## src/rtl/jsil_seq_pkg.sv

```systemverilog
// Shared definitions for the mode-1 program sequencer.
//   - seq_state_e : FSM state encoding, visible on the sequencer's state port
//   - ADDR_W_DEF  : default PC / ROM address width
//   - INSTR_W_DEF : default instruction width
package jsil_seq_pkg;

  localparam int ADDR_W_DEF  = 4;
  localparam int INSTR_W_DEF = 8;

  typedef enum logic [1:0] {
    S_IDLE  = 2'd0,
    S_FETCH = 2'd1,
    S_ISSUE = 2'd2,
    S_HALT  = 2'd3
  } seq_state_e;

endpackage

```

## src/rtl/prog_seq.sv

```systemverilog
// Program sequencer for mode-1 execution.
// Owns the program counter, fetches from an external combinational ROM and
// hands each instruction to the execute stage over a valid/ready handshake.
// Supports free run, single step, halt request, taken jumps and a single
// address breakpoint.
//
// Ports
//   clk, reset          rising-edge clock, asynchronous active-high reset
//   ena                 global enable; 0 freezes every register
//   run                 level, free-run while high
//   step                one-cycle pulse, one instruction from IDLE
//   halt_req            level, stop once the current instruction retires
//   rom_addr / rom_data ROM address (= pc) and combinational read data
//   instr, instr_valid  registered instruction towards execute
//   instr_ready         execute stage accepts instr
//   jump_en, jump_addr  sampled at the handshake, redirect the next pc
//   bkpt_en, bkpt_addr  halt before fetching the instruction at bkpt_addr
//   state, halted       FSM state (IDLE=0 FETCH=1 ISSUE=2 HALT=3), HALT flag
module prog_seq
  import jsil_seq_pkg::*;
#(
  parameter int ADDR_W  = ADDR_W_DEF,
  parameter int INSTR_W = INSTR_W_DEF
) (
  input  logic               clk,
  input  logic               reset,
  input  logic               ena,
  input  logic               run,
  input  logic               step,
  input  logic               halt_req,
  output logic [ADDR_W-1:0]  rom_addr,
  input  logic [INSTR_W-1:0] rom_data,
  output logic [INSTR_W-1:0] instr,
  output logic               instr_valid,
  input  logic               instr_ready,
  input  logic               jump_en,
  input  logic [ADDR_W-1:0]  jump_addr,
  input  logic               bkpt_en,
  input  logic [ADDR_W-1:0]  bkpt_addr,
  output logic [1:0]         state,
  output logic               halted
);

  seq_state_e        st;
  logic [ADDR_W-1:0] pc;
  logic [ADDR_W-1:0] pc_inc;
  logic [ADDR_W-1:0] next_pc;
  logic              single_step;
  logic              handshake;
  logic              bkpt_hit;

  // Increment wraps naturally at the address width; a taken jump wins.
  assign pc_inc    = pc + ADDR_W'(1);
  assign next_pc   = jump_en ? jump_addr : pc_inc;
  assign handshake = instr_valid && instr_ready;

  // The breakpoint is checked against the address about to be fetched, so
  // the instruction at bkpt_addr is never fetched before halting. On resume
  // the fetch at bkpt_addr is not compared again, only its successor is.
  assign bkpt_hit  = bkpt_en && (next_pc == bkpt_addr);

  assign rom_addr  = pc;
  assign state     = st;

  always_ff @(posedge clk or posedge reset) begin
    if (reset) begin
      st          <= S_IDLE;
      pc          <= '0;
      instr       <= '0;
      instr_valid <= 1'b0;
      halted      <= 1'b0;
      single_step <= 1'b0;
    end else if (ena) begin
      case (st)
        S_IDLE: begin
          // run wins over step, so a step pulse while running is ignored.
          if (run) begin
            st          <= S_FETCH;
            single_step <= 1'b0;
          end else if (step) begin
            st          <= S_FETCH;
            single_step <= 1'b1;
          end
        end

        // Fetch boundary: capture the ROM word, valid one cycle later.
        S_FETCH: begin
          instr       <= rom_data;
          instr_valid <= 1'b1;
          st          <= S_ISSUE;
        end

        // Issue boundary: instr/valid stay put until the execute stage takes
        // them; halt and run are only evaluated after the handshake so the
        // in-flight instruction always retires exactly once.
        S_ISSUE: begin
          if (handshake) begin
            instr_valid <= 1'b0;
            pc          <= next_pc;
            single_step <= 1'b0;
            if (halt_req || bkpt_hit) begin
              st     <= S_HALT;
              halted <= 1'b1;
            end else if (single_step || !run) begin
              st <= S_IDLE;
            end else begin
              st <= S_FETCH;
            end
          end
        end

        S_HALT: begin
          if (!run && !halt_req) begin
            st     <= S_IDLE;
            halted <= 1'b0;
          end
        end

        default: begin
          st     <= S_IDLE;
          halted <= 1'b0;
        end
      endcase
    end
  end

endmodule

```

## config.mk

```make
export PLATFORM = sky130hd
export DESIGN_NAME = prog_seq
export DESIGN_NICKNAME = d
export VERILOG_FILES = /design/src/rtl/jsil_seq_pkg.sv /design/src/rtl/prog_seq.sv
export SDC_FILE = /design/constraint.sdc
export NUM_CORES = 1
export LEC_CHECK = 0
export ABC_AREA = 1
export CORE_UTILIZATION = 37
export CTS_CLUSTER_DIAMETER = 100
export CTS_CLUSTER_SIZE = 28
export DETAILED_ROUTE_END_ITERATION = 8
export PLACE_DENSITY = 0.77
export SETUP_SLACK_MARGIN = 0.02
export SLEW_MARGIN = 5
export SYNTH_ARGS = -nofsm -noshare
export SYNTH_HDL_FRONTEND = slang
export SYNTH_SLANG_ARGS = --single-unit
export TNS_END_PERCENT = 1
```

## constraint.sdc

```tcl
create_clock -name clk -period 1.7 [get_ports clk]
set_clock_uncertainty 0.1 [all_clocks]
set_input_delay 0.255 -clock clk [delete_from_list [all_inputs] [get_ports clk]]
set_output_delay 0.255 -clock clk [all_outputs]
set_load 0.005 [all_outputs]
```

==> run_summary.xml, run 1 <==
<?xml version="1.0" encoding="UTF-8"?>
<metrics>
  <group name="outcome">
    <metric name="status" unit="">finished, final reports clean</metric>
  </group>
  <group name="worst_setup_path">
    <metric name="timing.critical_path.from_type" unit="">flop</metric>
    <metric name="criticalPathCategory" unit="">flop to flop</metric>
    <metric name="cp_cell_sequence" unit="">ha_1 -&gt; nand2_1 -&gt; nand2_1 -&gt; a21boi_1 -&gt; nand3_1 -&gt; nor2_1 -&gt; nand2_1 -&gt; nand2_1 -&gt; nand2_2 -&gt; nand2_2 -&gt; nand2_2 -&gt; nand2_1 -&gt; nand2_1</metric>
    <metric name="critical-path-top-cell-by-count" unit="">sky130_fd_sc_hd__nand2_1</metric>
    <metric name="cp.arrival" unit="ns">1.79</metric>
    <metric name="cpMaxStageDelayCell" unit="">sky130_fd_sc_hd__dfrtp_1</metric>
    <metric name="worst_ep_required_time" unit="ns">1.79</metric>
    <metric name="timing.critical_path.to_type" unit="">flop</metric>
    <metric name="path_max_fanout" unit="">3</metric>
    <metric name="timing.critical_path.slowest_cell_delay" unit="ns">0.40</metric>
  </group>
  <group name="sta">
    <metric name="final_max_slew_viol_count" unit="">0</metric>
    <metric name="setup_viol" unit="">0</metric>
    <metric name="rsz0062_at_grt" unit="">true</metric>
    <metric name="finalCritPeriodShare" unit="%">99.9</metric>
    <metric name="final_period_minus_worst_setup_slack" unit="ns">1.70</metric>
    <metric name="number_of_failing_hold_endpoints_at_the_final_stage" unit="">0</metric>
    <metric name="post_route_setup_tns" unit="ns">0</metric>
    <metric name="achievable-frequency" unit="MHz">589</metric>
    <metric name="max_slew.worst_pin.slew" unit="ns">0.334</metric>
    <metric name="worst_slew_margin_rel" unit="%">77.5</metric>
    <metric name="fin_worst_hold_slack" unit="ns">0.179</metric>
  </group>
  <group name="detailed_routing">
    <metric name="wl" unit="mm">2.29</metric>
    <metric name="drt_pre_antenna_iters" unit="">4</metric>
    <metric name="route.detailed.wl_per_inst" unit="um">11.5</metric>
    <metric name="routed-via-count" unit="">921</metric>
    <metric name="route.antenna.remaining_nets" unit="">0</metric>
    <metric name="drt_iter0_drc" unit="">20</metric>
    <metric name="drc" unit="">0</metric>
    <metric name="avgViaCountPerCell" unit="">4.63</metric>
  </group>
  <group name="yosys">
    <metric name="syn-mean-instance-area" unit="um2">8.07</metric>
    <metric name="syn_area" unit="um2">952</metric>
    <metric name="synth_fp_nets" unit="">144</metric>
    <metric name="synthCells" unit="">118</metric>
    <metric name="yosys_register_bits" unit="">17</metric>
    <metric name="part_of_the_yosys_area_used_for_sequential_elements" unit="%">44.7</metric>
    <metric name="synth_cell_type_count" unit="">19</metric>
    <metric name="synth.yosys.warnings" unit="">0</metric>
  </group>
  <group name="global_routing">
    <metric name="first_global_vias" unit="">864</metric>
    <metric name="track_usage" unit="%">18.3</metric>
    <metric name="grt_antenna_before_repair" unit="">0</metric>
    <metric name="grt_overflow_total" unit="">0</metric>
    <metric name="grt_first_pass_wirelength" unit="mm">3.68</metric>
    <metric name="maximum_number_of_pins_on_one_net_before_global_route_repair" unit="">18</metric>
  </group>
  <group name="cts">
    <metric name="cts_tree" unit="">done</metric>
    <metric name="tritoncts.num_buffers" unit="">3</metric>
    <metric name="ctsResizeCount" unit="">3</metric>
    <metric name="clock_tree.root_cell" unit="">sky130_fd_sc_hd__clkbuf_4</metric>
    <metric name="cts.clk_slew.worst_paths" unit="ns">0.10</metric>
    <metric name="clock_tree.buffer_depth" unit="">2</metric>
    <metric name="cts_sinks" unit="">17</metric>
    <metric name="clock_insertion_delay_worst_skew" unit="ns">0.29</metric>
    <metric name="h_tree_depth" unit="">1</metric>
    <metric name="cts_hold_buffers" unit="">0</metric>
    <metric name="post_cts_buffers" unit="">0</metric>
  </group>
  <group name="place">
    <metric name="dpl_cell_area" unit="um2">1440</metric>
    <metric name="half_perimeter_wire_length_of_the_detailed_placement_result" unit="mm">1.87</metric>
    <metric name="finalWeightedCongestion" unit="">0.837</metric>
    <metric name="numPortBuffers" unit="">40</metric>
  </group>
  <group name="finish">
    <metric name="layout-area-overhead-vs-synth" unit="%">54.9</metric>
    <metric name="fin_nets" unit="">196</metric>
    <metric name="antenna_cells" unit="">0</metric>
    <metric name="final.fill_count" unit="">213</metric>
    <metric name="design_area" unit="um2">1480</metric>
    <metric name="post-route-util" unit="%">60.1</metric>
    <metric name="layout-drive-gt1-share" unit="%">16.0</metric>
  </group>
  <group name="pwr">
    <metric name="p_per_area" unit="nW/um2">1450</metric>
    <metric name="power.ir.vdd_worst" unit="mV">1.09</metric>
    <metric name="static-leakage-power" unit="uW">0.000722</metric>
  </group>
  <group name="floorplanning">
    <metric name="die-area" unit="um2">2780</metric>
    <metric name="die_w" unit="um">52.7</metric>
    <metric name="die_h" unit="um">52.7</metric>
    <metric name="coreArea" unit="um2">2450</metric>
    <metric name="start_util" unit="%">38.8</metric>
    <metric name="floorplan.io_pins" unit="">41</metric>
    <metric name="site_rows" unit="">18</metric>
  </group>
  <group name="min_path">
    <metric name="worstHoldPathType" unit="">primary input to asynchronous set/reset pin</metric>
  </group>
  <group name="flow_run">
    <metric name="maxCapViolations" unit="">0</metric>
  </group>
</metrics>
==> worst max-delay path, delay by kind of cell, from the launching register on <==
kind,cells,cell delay [ns]
adder cells (fa/ha/maj),1,0.29
AND/OR/NAND/NOR,11,0.69
flip-flops,1,0.40
AO/OA/AOI/OAI,1,0.12
==> final timing paths <==
| check | end | slack, ns | start | depth (start not counted) |
|---|---|---|---|---|
| worst max-delay path | halted | 0.001 | rom_addr[0] | 13 |
| worst min-delay path | instr[1] | 0.18 | reset | 3 |
| worst max register to register | halted | 0.001 | rom_addr[0] | 13 |
| worst min register to register | halted | 0.39 | halted | 2 |
| max in group asynchronous | state[0] | 1.12 | reset | 3 |
| min in group clk | halted | 0.39 | halted | 2 |
==> cell families after synthesis <==
family,share of synthesized area [%]
AND/OR/NAND/NOR,27.2
buffers and inverters,8.67
flip-flops,44.7
AO/OA/AOI/OAI,8.67
multiplexers,9.46
adder cells (fa/ha/maj),1.31
==> state kept, by name (all words and copies together) (netlist names) <==
register and flops:
instr 8, rom_addr 4, state 2, halted 1
instr_valid 1, single_step 1
==> placed cells by master, fill, tap and decap left out, types with 2 or more instances in the layout <==
cell and n:
sky130_fd_sc_hd__nand3b_1 2, sky130_fd_sc_hd__clkbuf_4 3, sky130_fd_sc_hd__inv_2 2, sky130_fd_sc_hd__nand2_1 33
sky130_fd_sc_hd__a21oi_1 2, sky130_fd_sc_hd__nand3_1 6, sky130_fd_sc_hd__buf_4 7, sky130_fd_sc_hd__dfrtp_1 16
sky130_fd_sc_hd__mux2_2 8, sky130_fd_sc_hd__inv_1 20, sky130_fd_sc_hd__o21ai_0 9, sky130_fd_sc_hd__a22oi_1 2
sky130_fd_sc_hd__nand2_2 4, sky130_fd_sc_hd__nor2_1 6, sky130_fd_sc_hd__clkdlybuf4s50_1 39
==> cells in the mapped netlist <==
master / number / area share (%)
sky130_fd_sc_hd__o21ai_1: 1 / 0.53
sky130_fd_sc_hd__nor4_4: 1 / 2.2
sky130_fd_sc_hd__ha_1: 1 / 1.3
sky130_fd_sc_hd__nand2_2: 3 / 2.0
sky130_fd_sc_hd__a21oi_1: 2 / 1.1
sky130_fd_sc_hd__nand2_1: 34 / 13
sky130_fd_sc_hd__nor2_1: 6 / 2.4
sky130_fd_sc_hd__nand3_1: 6 / 3.2
sky130_fd_sc_hd__dfrtp_1: 17 / 45
sky130_fd_sc_hd__mux2_2: 8 / 9.5
sky130_fd_sc_hd__nand4_1: 1 / 0.66
sky130_fd_sc_hd__nand3b_1: 2 / 1.6
sky130_fd_sc_hd__nor2_4: 1 / 1.2
sky130_fd_sc_hd__inv_2: 2 / 0.79
sky130_fd_sc_hd__or2_1: 1 / 0.66
sky130_fd_sc_hd__o21ai_0: 9 / 4.7
sky130_fd_sc_hd__a21boi_0: 1 / 0.79
sky130_fd_sc_hd__a22oi_1: 2 / 1.6
sky130_fd_sc_hd__inv_1: 20 / 7.9
==> area by class of cell <==
class	count	area (um2)	area share, %
Tap cell	30	37.5	2.54
Clock buffer	4	26.3	1.78
Multi-Input combinational cell	79	447	30.3
Timing Repair Buffer	47	455	30.9
Sequential cell	17	427	28.9
Inverter	22	82.6	5.60
==> through the flow <==
step                power (uW)  setup slack (ns)  cells
detailed placement        1930            -0.252    195
finish                    2140           0.00109    199
global route              2320            -0.168    199
CTS                       2160           -0.0148    199
global placement          1890            -0.181    195
floorplan                 1290            0.0409    118
==> report_power, final <==
| part | total (uW) | switching [uW] | internal [uW] | leakage (uW) |
|---|---|---|---|---|
| registers | 771 | 159 | 612 | 0.000203 |
| logic | 1160 | 488 | 670 | 0.000504 |
| clock network | 216 | 125 | 91.2 | 0.0000150 |
==> metal layers <==
metal | up-vias | track usage, % | part of all wire [%]
li1 | 477 | - | -
met3 | 2 | 4.35 | 3.1
met4 | 0 | 3.95 | 0.83
met1 | 424 | 23.9 | 46
met2 | 18 | 30.2 | 50
met5 | - | 0 | 0
No activity file was read; power rests on OpenSTA's default activity.
==> run 2, diff against run 1 <==
CORE_UTILIZATION = 54   (was 37)
DONT_BUFFER_PORTS = 1   (was unset)
PLACE_DENSITY = 0.75   (was 0.77)
SKIP_LAST_GASP = 1   (was unset)
==> run 2 against run 1 <==
The run now ends with design-rule violations left; clock power grew 5%; routed wire length down 9.8%; worst hold slack worse by 0.17 ns; worst setup slack better by 0.029 ns; first-iteration DRC count rose by 45%; die area down 30%; power fell by 19%; sequential power increased by 2%; final cell count decreased by 26%; critical path depth unchanged; register-to-register slack improved by 0.03 ns; critical path type unchanged; critical endpoint unchanged.
==> run_summary.xml, run 2 (same netlist as run 1, synthesis figures left out) <==
<?xml version="1.0" encoding="UTF-8"?>
<metrics>
  <group name="cts">
    <metric name="clock_tree.root_cell" unit="">sky130_fd_sc_hd__clkbuf_4</metric>
    <metric name="cts_sinks" unit="">17</metric>
    <metric name="cts.clk_slew.worst_paths" unit="ns">0.11</metric>
    <metric name="h_tree_depth" unit="">1</metric>
    <metric name="tritoncts.num_buffers" unit="">3</metric>
    <metric name="clock_insertion_delay_worst_skew" unit="ns">0.29</metric>
    <metric name="clock_tree.buffer_depth" unit="">2</metric>
    <metric name="cts_tree" unit="">done</metric>
  </group>
  <group name="global_routing">
    <metric name="first_global_vias" unit="">907</metric>
    <metric name="grt_first_pass_wirelength" unit="mm">3.50</metric>
    <metric name="track_usage" unit="%">25.3</metric>
    <metric name="grt_overflow_total" unit="">0</metric>
    <metric name="maximum_number_of_pins_on_one_net_before_global_route_repair" unit="">18</metric>
    <metric name="grt_antenna_before_repair" unit="">0</metric>
  </group>
  <group name="worst_setup_path">
    <metric name="cp_cell_sequence" unit="">ha_1 -&gt; nand2_1 -&gt; nand2_1 -&gt; a21boi_1 -&gt; nand3_1 -&gt; nor2_1 -&gt; nand2_1 -&gt; nand2_1 -&gt; nand2_2 -&gt; nand2_2 -&gt; nand2_1 -&gt; nand2_1 -&gt; nand2_1</metric>
    <metric name="timing.critical_path.from_type" unit="">flop</metric>
    <metric name="criticalPathCategory" unit="">flop to flop</metric>
    <metric name="reg2reg_from" unit="">rom_addr[0]</metric>
    <metric name="timing.critical_path.buf_inv" unit="">0</metric>
    <metric name="ff2ff_setup_slack" unit="ns">0.03</metric>
    <metric name="cp.arrival" unit="ns">1.77</metric>
    <metric name="worst-r2r-cell-count" unit="">13</metric>
    <metric name="critical-path-top-cell-by-count" unit="">sky130_fd_sc_hd__nand2_1</metric>
    <metric name="timing.critical_path.to_type" unit="">flop</metric>
    <metric name="worst_ep_required_time" unit="ns">1.80</metric>
    <metric name="cp_top_family" unit="">simple AND/OR/NAND/NOR gates</metric>
    <metric name="timing.critical_path.slowest_cell_delay" unit="ns">0.40</metric>
    <metric name="path_max_fanout" unit="">3</metric>
    <metric name="critical_path.reg2reg.endpoint" unit="">halted</metric>
    <metric name="cpMaxStageDelayCell" unit="">sky130_fd_sc_hd__dfrtp_1</metric>
  </group>
  <group name="detailed_routing">
    <metric name="drt_iter0_drc" unit="">29</metric>
    <metric name="drc" unit="">2</metric>
    <metric name="avgViaCountPerCell" unit="">5.68</metric>
    <metric name="route.antenna.remaining_nets" unit="">0</metric>
    <metric name="drt_pre_antenna_iters" unit="">6</metric>
    <metric name="route.detailed.wl_per_inst" unit="um">14.0</metric>
    <metric name="routed-via-count" unit="">840</metric>
    <metric name="wl" unit="mm">2.07</metric>
  </group>
  <group name="floorplanning">
    <metric name="floorplan.io_pins" unit="">41</metric>
    <metric name="site_rows" unit="">14</metric>
    <metric name="die_h" unit="um">44.0</metric>
    <metric name="start_util" unit="%">60.4</metric>
    <metric name="die_w" unit="um">44.0</metric>
    <metric name="coreArea" unit="um2">1580</metric>
    <metric name="die-area" unit="um2">1940</metric>
  </group>
  <group name="sta">
    <metric name="post_route_setup_tns" unit="ns">0</metric>
    <metric name="postLayoutSetupSlackWorst" unit="ns">0.0296</metric>
    <metric name="rsz0062_at_grt" unit="">true</metric>
    <metric name="setup_viol" unit="">0</metric>
    <metric name="fin_worst_hold_slack" unit="ns">0.00856</metric>
    <metric name="achievable-frequency" unit="MHz">599</metric>
    <metric name="final_period_minus_worst_setup_slack" unit="ns">1.67</metric>
    <metric name="worst_slew_margin_rel" unit="%">58.2</metric>
    <metric name="max_slew.worst_pin.slew" unit="ns">0.626</metric>
    <metric name="number_of_failing_hold_endpoints_at_the_final_stage" unit="">0</metric>
    <metric name="final_max_slew_viol_count" unit="">0</metric>
    <metric name="finalCritPeriodShare" unit="%">98.3</metric>
  </group>
  <group name="pwr">
    <metric name="clock_power_share" unit="%">13.0</metric>
    <metric name="power_switching" unit="uW">726</metric>
    <metric name="power.ir.vdd_worst" unit="mV">1.01</metric>
    <metric name="sw_frac_of_total" unit="%">41.8</metric>
    <metric name="p_comb_share" unit="%">41.6</metric>
    <metric name="p_per_area" unit="nW/um2">1590</metric>
    <metric name="sequentialPowerShare" unit="%">45.4</metric>
    <metric name="static-leakage-power" unit="uW">0.000569</metric>
    <metric name="p_int" unit="uW">1010</metric>
  </group>
  <group name="min_path">
    <metric name="worstHoldPathType" unit="">primary input to flop</metric>
    <metric name="number_of_cells_on_the_worst_hold_path" unit="">1</metric>
    <metric name="worstHoldEndpoint" unit="">instr[2]</metric>
    <metric name="min_delay_src" unit="">rom_data[2]</metric>
  </group>
  <group name="flow_run">
    <metric name="maxCapViolations" unit="">0</metric>
  </group>
  <group name="finish">
    <metric name="layout.cells.most_common" unit="">sky130_fd_sc_hd__nand2_1</metric>
    <metric name="fin_nets" unit="">159</metric>
    <metric name="post-route-util" unit="%">69.3</metric>
    <metric name="largest_register_ff_count" unit="">8</metric>
    <metric name="sequential_cell_area" unit="um2">425</metric>
    <metric name="multi_input_area" unit="um2">444</metric>
    <metric name="layout-drive-gt1-share" unit="%">16.7</metric>
    <metric name="layout-area-overhead-vs-synth" unit="%">14.7</metric>
    <metric name="antenna_cells" unit="">0</metric>
    <metric name="registers.top_by_ff_count" unit="">instr</metric>
    <metric name="final.fill_count" unit="">126</metric>
    <metric name="final_cell_mix" unit="">sky130_fd_sc_hd__nand2_1 (34), sky130_fd_sc_hd__inv_1 (20), sky130_fd_sc_hd__dfrtp_1 (17), sky130_fd_sc_hd__o21ai_0 (9), sky130_fd_sc_hd__mux2_2 (8)</metric>
  </group>
  <group name="outcome">
    <metric name="failed_checks" unit="">design-rule violations</metric>
    <metric name="status" unit="">finished with violations</metric>
  </group>
  <group name="place">
    <metric name="half_perimeter_wire_length_of_the_detailed_placement_result" unit="mm">1.55</metric>
    <metric name="detailedPlace.worstSlack" unit="ns">0.000542</metric>
    <metric name="finalWeightedCongestion" unit="">0.788</metric>
    <metric name="numPortBuffers" unit="">0</metric>
  </group>
</metrics>
-- run 2: changes by cell type in the layout (fill, tap and decap cells not counted), sizes merged --
cell,change
buf,-4
clkbuf,-1
clkdlybuf4s50,-39
clkinv,+1
dlygate4sd3,+7
dlymetal6s2s,-1
-- run 2: through the flow --
| step | cells | power [uW] | cell area (um2) |
|---|---|---|---|
| floorplan | 118 | 1290 | 952 |
| global placement | 137 | 1440 | 995 |
| detailed placement | 137 | 1490 | 995 |
| CTS | 144 | 1720 | 1050 |
| global route | 148 | 1890 | 1090 |
| finish | 148 | 1740 | 1090 |
-- run 2: worst max path at each step --
stage                      from  endpoint  depth (start not counted)
floorplan           rom_addr[0]    halted                         13
global placement    rom_addr[0]    halted                         13
detailed placement  rom_addr[0]    halted                         13
CTS                 rom_addr[0]    halted                         13
global route        rom_addr[0]    halted                         13
finish              rom_addr[0]    halted                         13
-- run 2: repair_timing --
| item | in CTS | in global routing |
|---|---|---|
| resized for setup | 1 | 0 |
| hold buffers | 3 | 4 |
| buffers inserted | 0 | 0 |
| endpoints found under the hold margin | 19 | 4 |
| endpoints found under the setup margin | 1 | 3 |
-- run 2: worst register-to-register path: stages (launching register included) --
cell	delay, ns
sky130_fd_sc_hd__dfrtp_1	0.40
sky130_fd_sc_hd__ha_1	0.29
sky130_fd_sc_hd__nand2_1	0.06
sky130_fd_sc_hd__nand2_1	0.06
sky130_fd_sc_hd__a21boi_1	0.12
sky130_fd_sc_hd__nand3_1	0.07
sky130_fd_sc_hd__nor2_1	0.10
sky130_fd_sc_hd__nand2_1	0.05
sky130_fd_sc_hd__nand2_1	0.06
sky130_fd_sc_hd__nand2_2	0.07
sky130_fd_sc_hd__nand2_2	0.07
sky130_fd_sc_hd__nand2_1	0.05
sky130_fd_sc_hd__nand2_1	0.05
sky130_fd_sc_hd__nand2_1	0.04
-- run 2: power by group through the flow --
stage | clock [uW] | combinational [uW] | sequential, uW
2_1_floorplan | 0 | 513 | 777
3_3_place_gp | 0 | 654 | 787
3_5_place_dp | 0 | 699 | 791
4_1_cts | 223 | 709 | 789
5_1_grt | 249 | 823 | 818
6_report | 226 | 723 | 788
-- run 2: cell type report --
cell class	count	share of cell area, %
clock buffers	3	2.06
multi-input cells	79	40.7
flip-flops and latches	17	38.9
inverters	22	7.56
well taps	16	1.83
clock inverters	1	0.458
repair buffers	10	8.48
-- run 2: layer usage --
layer	vias up	track usage, %	wire, um
li1	402	-	-
met1	376	28.7	815
met2	54	42.4	1010
met3	8	8.75	200
met4	0	12.1	44
met5	-	0	0
